`src/rtl/ddr2_pkg.sv`:
```
// Shared DDR2 command-issuer types: command codes, pin encodings, default timings.
`ifndef DRAM_BA_WIDTH
`define DRAM_BA_WIDTH 2
`endif
`ifndef DRAM_ADDR_WIDTH
`define DRAM_ADDR_WIDTH 14
`endif

package ddr2_pkg;

    localparam int unsigned BaWidth   = `DRAM_BA_WIDTH;
    localparam int unsigned AddrWidth = `DRAM_ADDR_WIDTH;
    localparam int unsigned NumBanks  = 1 << BaWidth;
    // Address bit carrying the auto-precharge / all-banks flag
    localparam int unsigned ApBit     = 10;
    localparam int unsigned TimerW    = 8;

    typedef enum logic [2:0] {
        CmdNop  = 3'd0,
        CmdAct  = 3'd1,
        CmdRd   = 3'd2,
        CmdWr   = 3'd3,
        CmdPre  = 3'd4,
        CmdPrea = 3'd5,
        CmdRef  = 3'd6,
        CmdMrs  = 3'd7
    } cmd_e;

    // {cs_n, ras_n, cas_n, we_n}
    localparam logic [3:0] PinsDesel = 4'b1111;
    localparam logic [3:0] PinsNop   = 4'b0111;
    localparam logic [3:0] PinsAct   = 4'b0011;
    localparam logic [3:0] PinsRd    = 4'b0101;
    localparam logic [3:0] PinsWr    = 4'b0100;
    localparam logic [3:0] PinsPre   = 4'b0010;
    localparam logic [3:0] PinsRef   = 4'b0001;
    localparam logic [3:0] PinsMrs   = 4'b0000;

    localparam int unsigned TRcdDefault    = 4;
    localparam int unsigned TRpDefault     = 4;
    localparam int unsigned TRasDefault    = 12;
    localparam int unsigned TRrdDefault    = 3;
    localparam int unsigned TCcdDefault    = 2;
    localparam int unsigned TWr2RdDefault  = 8;
    localparam int unsigned TWr2PreDefault = 10;
    localparam int unsigned TRfcDefault    = 26;
    localparam int unsigned TMrdDefault    = 2;

    // A timer loaded with P-1 reaches zero P-1 edges later, so the next command
    // may be accepted exactly P edges after the one that loaded it.
    function automatic logic [TimerW-1:0] timer_load(input int unsigned p);
        return (p == 0) ? '0 : TimerW'(p - 1);
    endfunction

    function automatic logic [TimerW-1:0] timer_dec(input logic [TimerW-1:0] t);
        return (t == '0) ? '0 : t - TimerW'(1);
    endfunction

endpackage

```
`src/rtl/ddr2_cmd_issuer_bank_timer.sv`:
```
// Per-bank open flag and same-bank timing counters (tRCD, tRAS, tRP, WR-to-PRE).
module ddr2_bank_timer
    import ddr2_pkg::*;
#(
    parameter int unsigned T_RCD    = TRcdDefault,
    parameter int unsigned T_RAS    = TRasDefault,
    parameter int unsigned T_RP     = TRpDefault,
    parameter int unsigned T_WR2PRE = TWr2PreDefault
) (
    input  logic clk,
    input  logic rst_n,
    input  logic do_act_i,
    input  logic do_wr_i,
    input  logic do_pre_i,
    output logic is_open_o,
    output logic act_ok_o,
    output logic rw_ok_o,
    output logic pre_ok_o
);

    logic              open_q, open_d;
    logic [TimerW-1:0] rcd_q, rcd_d;
    logic [TimerW-1:0] ras_q, ras_d;
    logic [TimerW-1:0] rp_q, rp_d;
    logic [TimerW-1:0] wr2pre_q, wr2pre_d;

    // Next state: counters count down, issued commands reload them
    always_comb begin
        open_d   = open_q;
        rcd_d    = timer_dec(rcd_q);
        ras_d    = timer_dec(ras_q);
        rp_d     = timer_dec(rp_q);
        wr2pre_d = timer_dec(wr2pre_q);
        if (do_act_i) begin
            open_d = 1'b1;
            rcd_d  = timer_load(T_RCD);
            ras_d  = timer_load(T_RAS);
        end
        if (do_wr_i) begin
            wr2pre_d = timer_load(T_WR2PRE);
        end
        if (do_pre_i) begin
            open_d = 1'b0;
            rp_d   = timer_load(T_RP);
        end
    end

    // State register
    always_ff @(posedge clk or negedge rst_n) begin
        if (!rst_n) begin
            open_q   <= 1'b0;
            rcd_q    <= '0;
            ras_q    <= '0;
            rp_q     <= '0;
            wr2pre_q <= '0;
        end else begin
            open_q   <= open_d;
            rcd_q    <= rcd_d;
            ras_q    <= ras_d;
            rp_q     <= rp_d;
            wr2pre_q <= wr2pre_d;
        end
    end

    // Timing-only readiness; open/closed legality is judged by the issuer
    always_comb begin
        is_open_o = open_q;
        act_ok_o  = (rp_q == '0);
        rw_ok_o   = (rcd_q == '0);
        pre_ok_o  = (ras_q == '0) && (wr2pre_q == '0);
    end

endmodule

```
`src/rtl/ddr2_cmd_issuer.sv`:
```
// DDR2 command issuer: legality/timing check on requests, registered command pins.
module ddr2_cmd_issuer
    import ddr2_pkg::*;
#(
    parameter int unsigned T_RCD    = TRcdDefault,
    parameter int unsigned T_RP     = TRpDefault,
    parameter int unsigned T_RAS    = TRasDefault,
    parameter int unsigned T_RRD    = TRrdDefault,
    parameter int unsigned T_CCD    = TCcdDefault,
    parameter int unsigned T_WR2RD  = TWr2RdDefault,
    parameter int unsigned T_WR2PRE = TWr2PreDefault,
    parameter int unsigned T_RFC    = TRfcDefault,
    parameter int unsigned T_MRD    = TMrdDefault
) (
    input  logic                 clk,
    input  logic                 rst_n,
    input  logic                 req_valid,
    output logic                 req_ready,
    input  logic [2:0]           req_cmd,
    input  logic [BaWidth-1:0]   req_ba,
    input  logic [AddrWidth-1:0] req_addr,
    input  logic                 cke_en,
    input  logic                 odt_en,
    output logic                 err_illegal,
    output logic [NumBanks-1:0]  bank_open,
    output logic                 cs_n,
    output logic                 ras_n,
    output logic                 cas_n,
    output logic                 we_n,
    output logic [BaWidth-1:0]   ba,
    output logic [AddrWidth-1:0] addr,
    output logic                 cke,
    output logic                 odt
);

    cmd_e cmd;
    assign cmd = cmd_e'(req_cmd);

    logic [NumBanks-1:0] bk_open, bk_act_ok, bk_rw_ok, bk_pre_ok;
    logic [TimerW-1:0]   rrd_q, rrd_d, ccd_q, ccd_d, wr2rd_q, wr2rd_d, busy_q, busy_d;
    logic                illegal, timing_ok, issue, any_open, prea_ok;
    logic [3:0]          pins_q, pins_d;
    logic [BaWidth-1:0]  ba_q, ba_d;
    logic [AddrWidth-1:0] addr_q, addr_d;
    logic                err_q, cke_q, odt_q;

    for (genvar i = 0; i < NumBanks; i++) begin : g_bank
        logic hit;
        assign hit = (req_ba == BaWidth'(i));
        ddr2_bank_timer #(
            .T_RCD    (T_RCD),
            .T_RAS    (T_RAS),
            .T_RP     (T_RP),
            .T_WR2PRE (T_WR2PRE)
        ) u_bank (
            .clk       (clk),
            .rst_n     (rst_n),
            .do_act_i  (issue && (cmd == CmdAct) && hit),
            .do_wr_i   (issue && (cmd == CmdWr) && hit),
            .do_pre_i  (issue && (((cmd == CmdPre) && hit) || (cmd == CmdPrea))),
            .is_open_o (bk_open[i]),
            .act_ok_o  (bk_act_ok[i]),
            .rw_ok_o   (bk_rw_ok[i]),
            .pre_ok_o  (bk_pre_ok[i])
        );
    end

    assign any_open = |bk_open;
    // Closed banks never hold ras/wr2pre, but only open banks gate PREA anyway
    assign prea_ok  = &(bk_pre_ok | ~bk_open);

    // Legality (open/closed state) and timing readiness of the presented command
    always_comb begin
        illegal   = 1'b0;
        timing_ok = 1'b0;
        unique case (cmd)
            CmdNop: timing_ok = 1'b1;
            CmdAct: begin
                illegal   = bk_open[req_ba];
                timing_ok = bk_act_ok[req_ba] && (rrd_q == '0) && (busy_q == '0);
            end
            CmdRd: begin
                illegal   = !bk_open[req_ba];
                timing_ok = bk_rw_ok[req_ba] && (ccd_q == '0) && (wr2rd_q == '0)
                            && (busy_q == '0);
            end
            CmdWr: begin
                illegal   = !bk_open[req_ba];
                timing_ok = bk_rw_ok[req_ba] && (ccd_q == '0) && (busy_q == '0);
            end
            CmdPre: begin
                illegal   = !bk_open[req_ba];
                timing_ok = bk_pre_ok[req_ba] && (busy_q == '0);
            end
            CmdPrea: timing_ok = prea_ok && (busy_q == '0);
            CmdRef, CmdMrs: begin
                illegal   = any_open;
                timing_ok = (busy_q == '0);
            end
        endcase
    end

    assign req_ready = req_valid && (illegal || timing_ok);
    assign issue     = req_valid && !illegal && timing_ok && (cmd != CmdNop);

    // Global timer next state
    always_comb begin
        rrd_d   = timer_dec(rrd_q);
        ccd_d   = timer_dec(ccd_q);
        wr2rd_d = timer_dec(wr2rd_q);
        busy_d  = timer_dec(busy_q);
        if (issue) begin
            case (cmd)
                CmdAct: rrd_d = timer_load(T_RRD);
                CmdRd:  ccd_d = timer_load(T_CCD);
                CmdWr: begin
                    ccd_d   = timer_load(T_CCD);
                    wr2rd_d = timer_load(T_WR2RD);
                end
                CmdRef: busy_d = timer_load(T_RFC);
                CmdMrs: busy_d = timer_load(T_MRD);
                default: ;
            endcase
        end
    end

    // Pin next state: one cycle of command, otherwise NOP with ba/addr held
    always_comb begin
        pins_d = PinsNop;
        ba_d   = ba_q;
        addr_d = addr_q;
        if (issue) begin
            case (cmd)
                CmdAct: begin
                    pins_d = PinsAct;
                    ba_d   = req_ba;
                    addr_d = req_addr;
                end
                CmdRd, CmdWr: begin
                    pins_d        = (cmd == CmdRd) ? PinsRd : PinsWr;
                    ba_d          = req_ba;
                    addr_d        = req_addr;
                    addr_d[ApBit] = 1'b0;
                end
                CmdPre: begin
                    pins_d        = PinsPre;
                    ba_d          = req_ba;
                    addr_d        = req_addr;
                    addr_d[ApBit] = 1'b0;
                end
                CmdPrea: begin
                    pins_d        = PinsPre;
                    addr_d[ApBit] = 1'b1;
                end
                CmdRef: pins_d = PinsRef;
                CmdMrs: begin
                    pins_d = PinsMrs;
                    ba_d   = req_ba;
                    addr_d = req_addr;
                end
                default: ;
            endcase
        end
    end

    // Registered pins, global timers, error pulse and cke/odt
    always_ff @(posedge clk or negedge rst_n) begin
        if (!rst_n) begin
            pins_q  <= PinsDesel;
            ba_q    <= '0;
            addr_q  <= '0;
            err_q   <= 1'b0;
            cke_q   <= 1'b0;
            odt_q   <= 1'b0;
            rrd_q   <= '0;
            ccd_q   <= '0;
            wr2rd_q <= '0;
            busy_q  <= '0;
        end else begin
            pins_q  <= pins_d;
            ba_q    <= ba_d;
            addr_q  <= addr_d;
            err_q   <= req_valid && illegal;
            cke_q   <= cke_en;
            odt_q   <= odt_en;
            rrd_q   <= rrd_d;
            ccd_q   <= ccd_d;
            wr2rd_q <= wr2rd_d;
            busy_q  <= busy_d;
        end
    end

    assign {cs_n, ras_n, cas_n, we_n} = pins_q;
    assign ba          = ba_q;
    assign addr        = addr_q;
    assign err_illegal = err_q;
    assign cke         = cke_q;
    assign odt         = odt_q;
    assign bank_open   = bk_open;

endmodule

```
`config.mk`:
```
export PLATFORM = sky130hd
export DESIGN_NAME = ddr2_cmd_issuer
export DESIGN_NICKNAME = d
export VERILOG_FILES = /design/src/rtl/ddr2_pkg.sv /design/src/rtl/ddr2_cmd_issuer_bank_timer.sv /design/src/rtl/ddr2_cmd_issuer.sv
export SDC_FILE = /design/constraint.sdc
export NUM_CORES = 1
export LEC_CHECK = 0
export BUFFER_PORTS_ARGS = -buffer_cell sky130_fd_sc_hd__buf_2
export CAP_MARGIN = 20
export CORE_MARGIN = 2
export CORE_UTILIZATION = 40
export CTS_BUF_LIST = sky130_fd_sc_hd__clkbuf_16
export CTS_CLUSTER_DIAMETER = 30
export CTS_CLUSTER_SIZE = 10
export DETAILED_ROUTE_END_ITERATION = 7
export GPL_ROUTABILITY_DRIVEN = 0
export PLACE_DENSITY = 0.62
export SLEW_MARGIN = 5
export SYNTH_ARGS = -nofsm -noshare
export SYNTH_HDL_FRONTEND = slang
export SYNTH_SLANG_ARGS = --single-unit
```
`constraint.sdc`:
```
create_clock -name clk -period 2.9 [get_ports clk]
set_clock_uncertainty 0.15 [all_clocks]
set_input_delay 0.29 -clock clk [delete_from_list [all_inputs] [get_ports clk]]
set_output_delay 0.29 -clock clk [all_outputs]
set_load 0.02 [all_outputs]
```
== Word-level counts from Yosys, hierarchy flattened ==
Index checks and enable logic that the tools add are counted.
Operators by class
  div/mod/pow operators: 0
  equal/unequal tests: 10
  mux-type cells: 66
  $lt $le $gt $ge: 1
  multipliers: 0
  reduce and logical (&&, ||, !) cells: 80
  shift operators: 0
  add/subtract/negate cells: 20
  bitwise operators: 2
Operator list (number)
  $mux 8: 43
  $logic_not 8->1: 20
  $sub 8x1->8 const B: 20
  $logic_and 1x1->1: 35
  $pmux 8 s2: 1
  $pmux 3 s5: 1
  $mux 1: 13
  $eq 3x3->1 const B: 4
  $bmux 1 s2: 4
  $reduce_bool 2->1: 4
  $reduce_or 2->1: 4
  $pmux 1 s7: 1
  $eq 3x2->1 const B: 2
  $pmux 1 s3: 2
  $reduce_bool 3->1: 2
  $logic_or 1x1->1: 5
  $reduce_or 5->1: 1
  $eq 2x2->1 const B: 2
  $not 4->4: 1
  $or 4x4->4: 1
  $reduce_and 2->1: 2
  $reduce_and 4->1: 1
  $reduce_or 4->1: 1
  $eq 3x1->1 const B: 1
  7 further kinds: 8
Word-level totals
  input port bits: 24
  output and inout port bits: 28
  bits in registers: 187
  RAM bits: 0
  memory bits (read-only): 0
  logic and storage cells: 210
  bits in latches: 0
  memories: 0

== Depth between registers and ports, before layout ==
Gate-level depths: netlist (run 1).
  word-level depth: 13
  gate-level depth with buffers: 11
  gate-level depth less buffers: 9

== Modules after synthesis ==
A second synthesis (run 1) with hierarchy kept.
Second synthesis, totals
  cells, all modules: 991
  area, all modules: 9808.2 um^2
By module, submodules not included
  ddr2_bank_timer: area each 1720.4 um^2, instances 4, seq. area each 825.8 um^2, cells an instance 179
  ddr2_cmd_issuer: area each 2926.6 um^2, instances 1, seq. area each 1381.3 um^2, cells an instance 275

== Worst setup path before layout (run 1) ==
No wires, ideal clock.
  kind: register to output
  start: register rrd_q[0]
  end: output req_ready
  cell stages (with the launch flop): 11
  required time: 2460 ps
  arrival: 2706 ps
  buffers on the path: 1
  slack: -246 ps
  cell sequence: dfrtp_1 inv_1 ha_1 or4b_4 or4_1 a211oi_1 nand2_1 nand4_1 buf_2 a211oi_1 nor2_1
On the way
  cells in the longest elaborated chain, start to end: 6
RTL lines
  start: declaration: line ddr2_cmd_issuer.sv:40  | logic [TimerW-1:0] rrd_q, rrd_d, ccd_q, ccd_d, wr2rd_q, wr2rd_d, busy_q, busy_d;
  start signal: assignment: line ddr2_cmd_issuer.sv:186  | rrd_q <= rrd_d;
  $logic_not 8->1: line ddr2_cmd_issuer.sv:80  | timing_ok = bk_act_ok[req_ba] && (rrd_q == '0) && (busy_q == '0);
  $logic_and 1x1->1 (2 in a row): line ddr2_cmd_issuer.sv:80
  $pmux 1 s7: line ddr2_cmd_issuer.sv:76  | unique case (cmd)
  $logic_or 1x1->1: line ddr2_cmd_issuer.sv:103  | assign req_ready = req_valid && (illegal || timing_ok);
  $logic_and 1x1->1: line ddr2_cmd_issuer.sv:103
  end: declaration: line ddr2_cmd_issuer.sv:18  | output logic req_ready,
Every way passes these cells.

== Worst setup path after layout (run 1) ==
  start: register rrd_q[1]
  end: output req_ready
The elaborated chain is that of the path after synthesis.

==> results of run 1 <==
-- final cells by class --
class,instances,area share
Sequential cell,187,0.4002
Multi-Input combinational cell,691,0.4000
Timing Repair Buffer,150,0.1043
Clock buffer,17,0.03634
Tap cell,319,0.03410
Inverter,57,0.01828
Clock inverter,12,0.006841
-- cell usage after synthesis, types with 5 or more instances --
| cell | instances |
|---|---|
| or3_1 | 7 |
| o21ai_0 | 44 |
| nand4_1 | 10 |
| nor3b_1 | 14 |
| mux2_2 | 15 |
| ha_1 | 34 |
| xor2_1 | 30 |
| and3_1 | 5 |
| or4_1 | 6 |
| nor4_1 | 25 |
| nand2b_1 | 15 |
| xnor2_1 | 54 |
| nand3_1 | 18 |
| a21o_1 | 8 |
| dfrtp_1 | 183 |
| nor3_1 | 97 |
| and4_1 | 5 |
| a21oi_1 | 39 |
| and2_0 | 5 |
| inv_1 | 57 |
| nor2_1 | 88 |
| clkbuf_1 | 19 |
| nor2b_1 | 12 |
| mux2i_1 | 5 |
| a211oi_1 | 8 |
| nand2_1 | 86 |
-- cell usage in the layout, fill, tap and decap left out, drive strengths merged, types with 6 or more instances in the layout --
master	n
xor2	30
nor2	88
inv	60
nand2	86
buf	132
or3	7
clkinv	6
ha	34
nor2b	12
a21oi	39
nand3	18
nor3b	14
nor3	97
mux2	15
dfrtp	183
nand4	10
clkbuf	18
dlygate4sd3	17
nor4	29
nand2b	15
or4b	6
xnor2	54
o21ai	44
or4	7
and2	9
and4	6
a211oi	8
a21o	10
-- worst max-delay path: cells and delay by family, from the launching register on --
family / cells / cell delay [ns]
compound gates: 2 / 0.31
flops: 1 / 0.39
simple gates: 5 / 1.31
buf+inv: 2 / 0.22
fa+ha+maj: 1 / 0.13
-- state kept, by name, summed over array words and instances (netlist names), 8 cells and up --
name,count
wr2rd_q,8
g_bank.u_bank.rcd_q,32
addr,14
g_bank.u_bank.wr2pre_q,32
g_bank.u_bank.ras_q,32
ccd_q,8
rrd_q,8
g_bank.u_bank.rp_q,32
busy_q,8
-- cell families (layout without fill, tap and decap cells) --
kind of cell               count (synthesis)  in the layout
buffers and inverters                     84            236
adders and majority gates                 34             34
AOI/OAI and AO/OA                        129            129
DFF                                      187            187
muxes                                     21             21
xor gates and xnor gates                  84             84
other                                      1              1
and+or+nand+nor                          422            422
-- what timing repair did --
action,in CTS,in global routing
gates resized for setup,24,62
buffers inserted,9,8
setup endpoints to repair,158,179
cloned,0,4
hold buffers,17,0
pin swaps,7,27
hold endpoints to repair,80,0
-- report_power, final --
group,leakage [uW],total [uW],switching (uW),internal (uW)
clock network,0.000246,2060,987,1080
registers,0.00216,4470,873,3600
logic,0.00261,3180,1560,1620
total,0.00502,9710,3420,6290
-- per-stage QoR --
| stage | cell area, sq um | instances | total power [uW] |
|---|---|---|---|
| 2_1_floorplan | 9473 | 962 | 6501 |
| 3_3_place_gp | 10610 | 1371 | 7295 |
| 3_5_place_dp | 10610 | 1371 | 7396 |
| 4_1_cts | 11420 | 1426 | 9573 |
| 5_1_grt | 11710 | 1433 | 10480 |
| 6_report | 11710 | 1433 | 9709 |
-- per-layer routing --
metal	GRT usage	wire [um]	vias up
li1	-	-	3627
met1	0.2335	9819	3650
met2	0.2816	10120	103
met3	0.03668	571	26
met4	0.04892	275	0
met5	0	0	-
-- final timing paths --
path | start | endpoint | slack (ns) | depth (start not counted)
min in group asynchronous | rst_n | odt | 0.29 | 2
setup / recovery | rrd_q[1] | req_ready | -0.33 | 10
hold reg to reg | g_bank[0].u_bank.ras_q[0] | g_bank[0].u_bank.ras_q[0] | 0.35 | 1
setup reg to reg | rrd_q[1] | g_bank[1].u_bank.is_open_o | -0.21 | 11
hold / removal | req_cmd[0] | addr[10] | 0.14 | 3
max in group asynchronous | rst_n | pins_q[2] | 1.59 | 3
==> flow_metrics.py, run 1 <==
metrics = {
    "status": {
        "status": "finished with violations",
        "violations": "setup timing",
    },
    "final_layout": {
        "multi_input_area_sq_mm": 0.004682,
        "nets": 1162,
        "utilization": 0.5017,
        "diodes": 0,
        "ff_latch_area_sq_mm": 0.004684,
        "drive_above_1_share": 0.2235,
        "fillers": 2147,
        "syn2layout_area_growth_pct": 24.07,
    },
    "synthesis": {
        "yosys.area_share.simple": 0.2363,
        "muxShareOfSynthArea": 0.02559,
        "ys_ff_latch": 187,
        "synth_top_area_frac": 0.4853,
        "yosysSeqAreaShare": 0.4965,
        "ys_warn_count": 0,
        "synth_edf_count": 0,
        "postSynth.asyncResetShare": 1.000,
        "synth_top_area_cell": "dfrtp_1",
        "syn_nets": 1020,
        "yosysUniqueCellTypes": 64,
        "netlist_area_sq_mm": 0.009435,
        "synthFlopType": "dfrtp_1",
        "synth_compound_area_frac": 0.08208,
        "synthCells": 962,
        "syn_area_per_cell_sq_um": 9.808,
        "synthXorXnorAreaFrac": 0.07797,
        "synth_adder_area_share": 0.04509,
        "synth_top_family_by_area": "simple AND/OR/NAND/NOR gates",
        "synthTopCellsByArea": "dfrtp_1 49%, nor3_1 5.1%, xnor2_1 5.0%",
    },
    "grt": {
        "grt_pass1_vias": 7231,
        "grt_max_degree": 68,
        "grt_overflow": 0,
        "grt_pass1_wl_um": 34340,
        "antenna_found_initial": 0,
        "gr-usage-all-layers": 0.1727,
    },
    "timing": {
        "period_needed_ns": 3.228,
        "fmax_mhz": 309.8,
        "hold-worst-slack_ns": 0.1419,
        "finalCritPeriodShare": 1.113,
        "setup_viol": 156,
        "finalHoldViolCount": 0,
        "max_slew_margin": 0.3049,
        "timing.final.ws_setup_ns": -0.3281,
        "tns_ns": -14.71,
        "finalMaxSlewViolations": 0,
        "tightest_slew_ns": 1.035,
        "grt_setup_unrepaired": "yes",
    },
    "hold_path": {
        "hold_path_class": "input port to register",
    },
    "detailed_routing": {
        "via_per_inst": 5.168,
        "ant_nets": 0,
        "wire_per_inst_um": 14.50,
        "wl_um": 20780,
        "drt_iter0_markers": 466,
        "first_pass_iters": 7,
        "drc": 0,
        "vias": 7406,
    },
    "cts": {
        "htree_levels": 4,
        "cts_tree": "yes",
        "cts_buffer_depth": 2,
        "clock-sinks": 187,
        "cts_buffers": 17,
        "clkTransAtPathRegs_ns": 0.07,
        "clock_latency_ns": 0.43,
        "cts-root-buf": "clkbuf_16",
    },
    "power": {
        "leakage_uw": 0.005016,
        "vdd_drop_max_v": 0.0003718,
        "p_per_area_mw_per_mm2": 829.4,
    },
    "die": {
        "initial_core_util": 0.4044,
        "fp.dieW_um": 157.6,
        "num_io_pins": 52,
        "coreArea_sq_mm": 0.02333,
        "num_rows": 56,
        "die-area_sq_mm": 0.02483,
        "die_y_um": 157.6,
    },
    "critical_path": {
        "worstSetupPathType": "register to primary output",
        "crit_fanout": 2,
        "critPathRequiredTime_ns": 2.46,
        "start_kind": "register",
        "critPathArrivalTime_ns": 2.79,
        "crit_path_top_delay_cell": "or4_4",
        "end_kind": "primary output",
        "slowest_delay_ns": 0.51,
        "crit_chain": "inv_2 -> ha_4 -> or4b_4 -> or4_4 -> a211oi_2 -> nand2_1 -> nand4_1 -> a211oi_1 -> nor2_2 -> buf_6",
    },
    "flow_run": {
        "cap_violations": 0,
    },
    "placement": {
        "pre_cts_ws_ns": -0.08370,
        "port_buffers": 51,
        "dp_hpwl_um": 14150,
    },
}
No activity file was read; power rests on OpenSTA's default activity.
==> run 2: changes to the inputs <==
--- a/config.mk
+++ b/config.mk
@@ -8,13 +8,13 @@
 export BUFFER_PORTS_ARGS = -buffer_cell sky130_fd_sc_hd__buf_2
 export CAP_MARGIN = 20
 export CORE_MARGIN = 2
-export CORE_UTILIZATION = 40
+export CORE_UTILIZATION = 50
 export CTS_BUF_LIST = sky130_fd_sc_hd__clkbuf_16
 export CTS_CLUSTER_DIAMETER = 30
 export CTS_CLUSTER_SIZE = 10
 export DETAILED_ROUTE_END_ITERATION = 7
 export GPL_ROUTABILITY_DRIVEN = 0
-export PLACE_DENSITY = 0.62
+export PLACE_DENSITY = 0.74
 export SLEW_MARGIN = 5
 export SYNTH_ARGS = -nofsm -noshare
 export SYNTH_HDL_FRONTEND = slang
==> flow_metrics.py, run 2 (same netlist as run 1, synthesis figures left out) <==
metrics = {
    "die": {
        "num_io_pins": 52,
        "coreArea_sq_mm": 0.01858,
        "die_y_um": 141.4,
        "num_rows": 50,
        "die-area_sq_mm": 0.01999,
        "fp.dieW_um": 141.4,
        "initial_core_util": 0.5078,
    },
    "cts": {
        "clock-sinks": 187,
        "htree_levels": 4,
        "cts_buffer_depth": 2,
        "cts-root-buf": "clkbuf_16",
        "clkTransAtPathRegs_ns": 0.07,
        "clock_latency_ns": 0.44,
        "cts_tree": "yes",
        "cts_buffers": 17,
    },
    "critical_path": {
        "critPathArrivalTime_ns": 2.79,
        "slowest_delay_ns": 0.46,
        "end_kind": "primary output",
        "crit_fanout": 2,
        "critPathRequiredTime_ns": 2.46,
        "start_kind": "register",
        "crit_chain": "inv_2 -> ha_4 -> or4b_4 -> or4_4 -> a211oi_4 -> nand2_2 -> nand4_1 -> a211oi_2 -> nor2_2 -> buf_6",
        "crit_path_top_delay_cell": "or4b_4",
        "worstSetupPathType": "register to primary output",
    },
    "detailed_routing": {
        "wire_per_inst_um": 17.46,
        "drt_iter0_markers": 612,
        "wl_um": 24400,
        "via_per_inst": 5.728,
        "first_pass_iters": 5,
        "vias": 8002,
        "drc": 0,
        "ant_nets": 0,
    },
    "timing": {
        "max_slew_margin": 0.3960,
        "fmax_mhz": 309.3,
        "finalMaxSlewViolations": 0,
        "period_needed_ns": 3.233,
        "setup_viol": 171,
        "timing.final.ws_setup_ns": -0.3335,
        "tightest_slew_ns": 0.9040,
        "finalCritPeriodShare": 1.115,
        "grt_setup_unrepaired": "yes",
        "finalHoldViolCount": 0,
    },
    "final_layout": {
        "diodes": 0,
        "mostFrequentLayoutCells": "183 x dfrtp_1, 98 x buf_4, 84 x nand2_1",
        "postLayoutCellArea_sq_mm": 0.01254,
        "final_cells": 1397,
        "syn2layout_area_growth_pct": 32.86,
        "final_common_cell": "dfrtp_1",
        "drive_above_1_share": 0.3242,
        "nets": 1208,
        "utilization": 0.6747,
    },
    "grt": {
        "grt_max_degree": 93,
        "grt_pass1_wl_um": 38380,
        "grt_overflow": 0,
        "gr-usage-all-layers": 0.2402,
        "grt_pass1_vias": 7962,
        "antenna_found_initial": 0,
    },
    "placement": {
        "place_inst": 1304,
        "dp_hpwl_um": 14310,
        "port_buffers": 51,
        "placed_area_sq_mm": 0.01059,
    },
    "power": {
        "vdd_drop_max_v": 0.0004710,
        "leakage_uw": 0.005377,
        "p_per_area_mw_per_mm2": 842.8,
    },
    "status": {
        "status": "finished with violations",
        "violations": "setup timing",
    },
    "flow_run": {
        "cap_violations": 0,
    },
    "hold_path": {
        "hold_path_class": "input port to async pin",
    },
}
[run 2: stage by stage]
step           hold slack (ns)  setup slack [ns]  setup TNS (ns)  total power (uW)
4_1_cts                 0.1632           -0.3170          -17.22             10110
5_1_grt                 0.1905           -0.4595          -39.09             11200
6_report                0.1921           -0.3335          -20.98             10560
2_1_floorplan          -0.1556           -0.1116         -0.1116              6501
3_5_place_dp            0.1040           -0.1225          -4.791              7458
3_3_place_gp            0.1033          -0.03663         -0.5532              7314
[run 2: routing by layer]
layer | up-vias | wire, um | track usage | part of all wire
met2 | 220 | 12730 | 0.4172 | 0.52
met1 | 3999 | 10240 | 0.3018 | 0.42
met4 | 0 | 533 | 0.08789 | 0.022
li1 | 3736 | - | - | -
met3 | 47 | 887 | 0.04354 | 0.036
met5 | - | 0 | 0 | 0
[run 2: cell type report]
cell class                 instances  area, sq um
multi-input combinational        692         5167
clock buffer                      17        425.4
fill                            1299         6045
timing repair buffer             195         1595
inverter                          57        214.0
tap                              234        292.8
sequential                       187         4684
clock inverter                    15        156.4
[run 2: path summary, 6_finish.rpt]
check / to / start / slack, ns / cells after the start
worst max-delay path: req_ready / rrd_q[0] / -0.33 / 10
worst min register to register: g_bank[0].u_bank.rcd_q[0] / g_bank[0].u_bank.rcd_q[0] / 0.34 / 1
max in group asynchronous: g_bank[2].u_bank.wr2pre_q[0] / rst_n / 1.54 / 3
worst min-delay path: odt / rst_n / 0.19 / 2
min in group clk: addr[10] / req_cmd[0] / 0.19 / 3
worst max register to register: addr[6] / g_bank[1].u_bank.wr2pre_q[1] / -0.27 / 12
[run 2: repair_timing]
item,4_1_cts,5_1_grt
endpoints found under the setup margin,147,179
cloned,2,3
hold buffers,17,0
setup buffers,45,11
pin swaps,28,53
resized for setup,110,113
hold endpoints to repair,59,0
[run 2: critical path: cells and delay by family, from the launching register on]
family,cells,cell delay (ns)
AND/OR/NAND/NOR,5,1.27
flip-flops,1,0.39
buffers and inverters,2,0.23
AO/OA/AOI/OAI,2,0.31
adder cells (fa/ha/maj),1,0.15
[run 2: report_power, final]
part | internal, uW | switching, uW | leakage (uW) | total (uW)
logic | 1870 | 1820 | 0.00293 | 3690
registers | 3600 | 936 | 0.00216 | 4530
clock network | 1340 | 1000 | 0.000286 | 2340
total | 6810 | 3760 | 0.00538 | 10600
